==> config.mk <==
export PLATFORM = sky130hd
export DESIGN_NAME = ddr3_wr_control
export DESIGN_NICKNAME = d
export VERILOG_FILES = /design/src/rtl/ddr3_wr_control_pkg.sv /design/src/rtl/ddr3_wr_control.sv
export SDC_FILE = /design/constraint.sdc
export NUM_CORES = 1
export LEC_CHECK = 0
export ABC_AREA = 1
export CORE_AREA = 2 2 174 176
export DETAILED_ROUTE_END_ITERATION = 6
export DIE_AREA = 0 0 176 178
export PLACE_DENSITY = 0.76
export RECOVER_POWER = 25
export SLEW_MARGIN = 20
export SYNTH_ARGS = -nofsm -noshare
export SYNTH_HDL_FRONTEND = slang
export SYNTH_SLANG_ARGS = --single-unit
==> constraint.sdc <==
create_clock -name clk -period 25.1 [get_ports clk]
set_input_delay 5.02 -clock clk [delete_from_list [all_inputs] [get_ports clk]]
set_output_delay 5.02 -clock clk [all_outputs]
set_load 0.02 [all_outputs]
==> src/rtl/ddr3_wr_control_pkg.sv <==
`default_nettype none
// ============================================================================
// Module      : ddr3_wr_control_pkg
// Description : Shared types and constants for the DDR3 write controller:
//               FSM state encoding, write command code, data widths.
// Revision    : 1.0 - initial release
// ============================================================================
package ddr3_wr_control_pkg;

    localparam int DIN_W  = 128;   // FIFO word width
    localparam int DOUT_W = 256;   // application write-data width

    localparam logic [2:0] APP_CMD_WRITE = 3'b000;

    typedef enum logic [1:0] {
        ST_IDLE    = 2'd0,
        ST_PACK_HI = 2'd1,
        ST_ISSUE   = 2'd2
    } wr_state_t;

endpackage
`default_nettype wire

==> src/rtl/ddr3_wr_control.sv <==
`default_nettype none
// ============================================================================
// Module      : ddr3_wr_control
// Description : Packs two 128-bit FWFT FIFO words into one 256-bit DDR3
//               application write and issues it with independent command and
//               write-data handshakes; address and write counters inline.
// Revision    : 1.0 - initial release
// ============================================================================
module ddr3_wr_control
    import ddr3_wr_control_pkg::*;
#(
    parameter int ADDR_W   = 27,
    parameter int ADDR_INC = 8
) (
    input  logic              clk,
    input  logic              reset,
    input  logic              fifo_empty,
    input  logic [DIN_W-1:0]  fifo_dout,
    output logic              fifo_rd_en,
    input  logic              init_calib_complete,
    input  logic              app_rdy,
    input  logic              app_wdf_rdy,
    output logic              app_en,
    output logic [2:0]        app_cmd,
    output logic [ADDR_W-1:0] app_addr,
    output logic [DOUT_W-1:0] app_wdf_data,
    output logic              app_wdf_wren,
    output logic              app_wdf_end,
    input  logic              addr_reset,
    output logic              ddr3_wr_busy,
    output logic [23:0]       wr_cnt
);

    wr_state_t state;
    wr_state_t state_next;

    logic cmd_done;        // command accepted earlier in this ISSUE
    logic data_done;       // write data accepted earlier in this ISSUE
    logic addr_rst_pend;   // addr_reset seen during ISSUE, applied on completion
    logic cmd_acc;
    logic data_acc;
    logic write_done;
    logic rd_ok;

    assign app_cmd    = APP_CMD_WRITE;
    // Reset gates the pop so the FIFO is never drained while held in reset.
    assign rd_ok      = !fifo_empty && init_calib_complete && !reset;
    assign cmd_acc    = (state == ST_ISSUE) && app_en && app_rdy;
    assign data_acc   = (state == ST_ISSUE) && app_wdf_wren && app_wdf_rdy;
    assign write_done = (state == ST_ISSUE) && (cmd_done || cmd_acc) && (data_done || data_acc);

    // FSM state register
    always_ff @(posedge clk or posedge reset) begin
        if (reset) state <= ST_IDLE;
        else       state <= state_next;
    end

    // Next-state and FIFO pop decode
    always_comb begin
        state_next = state;
        fifo_rd_en = 1'b0;
        case (state)
            ST_IDLE: begin
                fifo_rd_en = rd_ok;
                if (rd_ok) state_next = ST_PACK_HI;
            end
            ST_PACK_HI: begin
                fifo_rd_en = rd_ok;
                if (rd_ok) state_next = ST_ISSUE;
            end
            ST_ISSUE: begin
                if (write_done) state_next = ST_IDLE;
            end
            default: state_next = ST_IDLE;
        endcase
    end

    // Data packing and the two independent handshakes
    always_ff @(posedge clk or posedge reset) begin
        if (reset) begin
            app_wdf_data <= '0;
            app_en       <= 1'b0;
            app_wdf_wren <= 1'b0;
            app_wdf_end  <= 1'b0;
            cmd_done     <= 1'b0;
            data_done    <= 1'b0;
        end else begin
            if (state == ST_IDLE && fifo_rd_en)
                app_wdf_data[DIN_W-1:0] <= fifo_dout;
            if (state == ST_PACK_HI && fifo_rd_en) begin
                app_wdf_data[DOUT_W-1:DIN_W] <= fifo_dout;
                app_en       <= 1'b1;
                app_wdf_wren <= 1'b1;
                app_wdf_end  <= 1'b1;
            end
            if (cmd_acc) begin
                app_en   <= 1'b0;
                cmd_done <= 1'b1;
            end
            if (data_acc) begin
                app_wdf_wren <= 1'b0;
                app_wdf_end  <= 1'b0;
                data_done    <= 1'b1;
            end
            // Completion overrides the flag sets above
            if (write_done) begin
                cmd_done  <= 1'b0;
                data_done <= 1'b0;
            end
        end
    end

    // Write address and completed-write counter; an addr_reset during ISSUE
    // is deferred so the outstanding write keeps its address.
    always_ff @(posedge clk or posedge reset) begin
        if (reset) begin
            app_addr      <= '0;
            wr_cnt        <= '0;
            addr_rst_pend <= 1'b0;
        end else if (write_done) begin
            app_addr      <= (addr_rst_pend || addr_reset) ? '0
                             : app_addr + ADDR_W'(ADDR_INC);
            wr_cnt        <= wr_cnt + 24'd1;
            addr_rst_pend <= 1'b0;
        end else if (addr_reset) begin
            if (state == ST_ISSUE) addr_rst_pend <= 1'b1;
            else                   app_addr      <= '0;
        end
    end

    // Registered busy indication
    always_ff @(posedge clk or posedge reset) begin
        if (reset) ddr3_wr_busy <= 1'b0;
        else       ddr3_wr_busy <= (state != ST_IDLE) || !fifo_empty;
    end

endmodule
`default_nettype wire

==> run summary <==
unique cell type count in the Yosys netlist: 31
vias in the first global route: 11050
fin area: 18550 um^2
Hold WC Path Type: flop to flop
Yosys warning count: 0
Die Y: 178 um
RePlAce Congestion: 0.9052
Resized Gates After CTS: 0
Max Cap Violations: 2
Critical Path End Type: primary output
Logic pwr share: 41.0%
final WL: 36.63 mm
placed insts: 2193
Critical Path RT: 20080 ps
Worst Path Max Fanout: 3
CTS buffer count: 35
Mapped Cells: 1417
RSZ-0062 raised after global routing: false
CTS Hold Buffers Added: 0
worst ir drop on vdd: 0.08287 mV
DRC Markers: 0
router iterations before antenna repair: 5
ys async rst share: 100.0%
min Tclk post-route: 11660 ps
clock skew: 11.44 ps
pin count of the biggest net entering global routing: 142
Global Route Usage Sum: 23.35%
failing checks: capacitance limit, slew limit
FMAX: 85.76 MHz
# setup viols final: 0
Lkg Pwr: 8.776 nW
CTS root buf: clkbuf_16
final number of max-transition violations: 232
Seq pwr share: 35.5%
Vias/cell: 4.846
Final Hold Viols: 0
part of the Yosys area used for sequential elements: 61.44%
grt total ovfl: 0
status: finished with violations
most common cell after layout, fill and taps aside: nand2_1
power per cell area: 125.8 nW/um^2
number of port buffers: 443
crit path launch type: primary input
Area Growth Syn to Fin: 45.98%
Final Non-Filler Cells: 2255
WS Path Type: primary input to primary output
Clock Sinks: 312
routed length per placed instance: 16.25 um
first-pass GRT wire length: 58.08 mm
Psw: 844.0 uW
primary flip-flop cell chosen by synthesis mapping: dfrtp_1
clock latency on the worst-skew pair: 510 ps
Clk pwr share: 23.5%
core area: 29400 um^2
Clock transition at path regs: 50 ps
initial core utilization: 43.22%
Relative slew margins: -177.6%
detailed-route via count: 10930
syn_area_per_cell: 8.968 um^2
Post-CTS Setup Inserts: 0
row count: 63
Post-synth EDFFs: 0
TNS Setup: 0 ps
num ports: 450
Routed Antenna Nets: 0
sw frac: 36.16%
Internal: 1.490 mW
die area: 31330 um^2
share of layout cells above drive strength 1: 3.809%
Mapped Area: 12710 um^2
hpwl dp: 25.92 mm
Slew @ Worst Pin: 4154 ps
clock buffer depth: 3
CTS tree: yes
Yosys reg bits: 312
pre-CTS WS: 13470 ps
nets: 1978
Die Wd: 176 um
crit share post-route: 46.46%
initial antenna violation count: 0
post-route setup slack: 13440 ps
Iter 0 DRT Violations: 822
commonest cells after routing, fill and taps aside: nand2_1 (431), clkdlybuf4s50_1 (372), dfrtp_1 (312), o21ai_0 (223), inv_1 (174)
Cell Area, Placed: 17390 um^2
Worst Path Arrival: 6640 ps
htree depth: 2
==> cell type report <==
cell class / instances / area (um^2)
diodes: 1 / 2.502
well taps: 390 / 488.0
repair buffers: 450 / 4507
flip-flops and latches: 312 / 7807
clock buffers: 50 / 1075
clock inverters: 10 / 181.4
inverters: 177 / 668.1
fillers: 2429 / 10850
multi-input cells: 865 / 3821
==> through the flow <==
stage               utilization (%)  power [mW]  hold slack [ps]
floorplan                         -       1.278            449.8
global placement              59.13       1.798            464.7
detailed placement            59.13       1.820            468.1
CTS                           63.41       2.383            482.3
global route                  63.08       2.465            503.3
finish                        63.09       2.334            478.0
==> flip-flops by register name, summed over array words and instances (netlist names) <==
name,count
data_done,1
app_en,1
addr_rst_pend,1
app_addr,24
ddr3_wr_busy,1
app_wdf_end,1
cmd_done,1
state,2
app_wdf_data,256
wr_cnt,24
==> cells by family after synthesis <==
kind of cell             count (synthesis)  share of synthesized area [%]
AND/OR/NAND/NOR                        555                          17.82
flip-flops                             312                          61.44
AO/OA/AOI/OAI                          282                          11.22
buffers and inverters                  245                          7.907
XOR/XNOR                                20                          1.379
adder cells (fa/ha/maj)                  2                         0.1969
other                                    1                        0.02951
==> cells in the mapped netlist, types with 5 or more instances <==
master,n,area share (%)
a21oi_1,6,0.24
buf_2,16,0.63
buf_4,8,0.47
clkbuf_1,39,1.2
dfrtp_1,312,61
inv_1,175,5.2
nand2_1,426,13
nand3_1,39,1.5
nand4_1,6,0.30
nor2_1,63,1.9
o21ai_0,218,8.6
o21ai_1,54,2.1
xnor2_1,5,0.34
xor2_1,15,1.0
==> per-layer routing <==
layer  vias up  global-route usage (%)  wire, um
met5         -                       0         0
met4         0                   9.504      1579
met3        84                   7.097      3015
met2       399                   39.85     17680
met1      5179                   27.64     14360
li1       5265                       -         -
==> path summary, 6_finish.rpt <==
kind	startpoint	endpoint	slack [ps]	cells after the start
max in group asynchronous	reset	app_wdf_data[145]	15730	4
hold / removal	addr_rst_pend	addr_rst_pend	480	2
min in group asynchronous	reset	app_wdf_data[36]	6170	2
setup / recovery	fifo_empty	fifo_rd_en	13440	3
setup reg to reg	state[1]	app_wdf_data[207]	20220	6
hold reg to reg	addr_rst_pend	addr_rst_pend	480	2
==> critical path, stage by stage <==
cell	delay [ps]
dlygate4sd3_1	580
nor4_1	360
clkdlybuf4s50_1	680
==> power by group through the flow <==
stage | Combinational, mW | Sequential (mW) | Clock [mW]
final | 0.956 | 0.829 | 0.548
after detailed placement | 0.986 | 0.834 | 0
after CTS | 0.991 | 0.831 | 0.561
after global placement | 0.972 | 0.826 | 0
after global routing | 1.03 | 0.856 | 0.581
after floorplan | 0.199 | 1.08 | 0
Power figures use the tool's default switching activity.
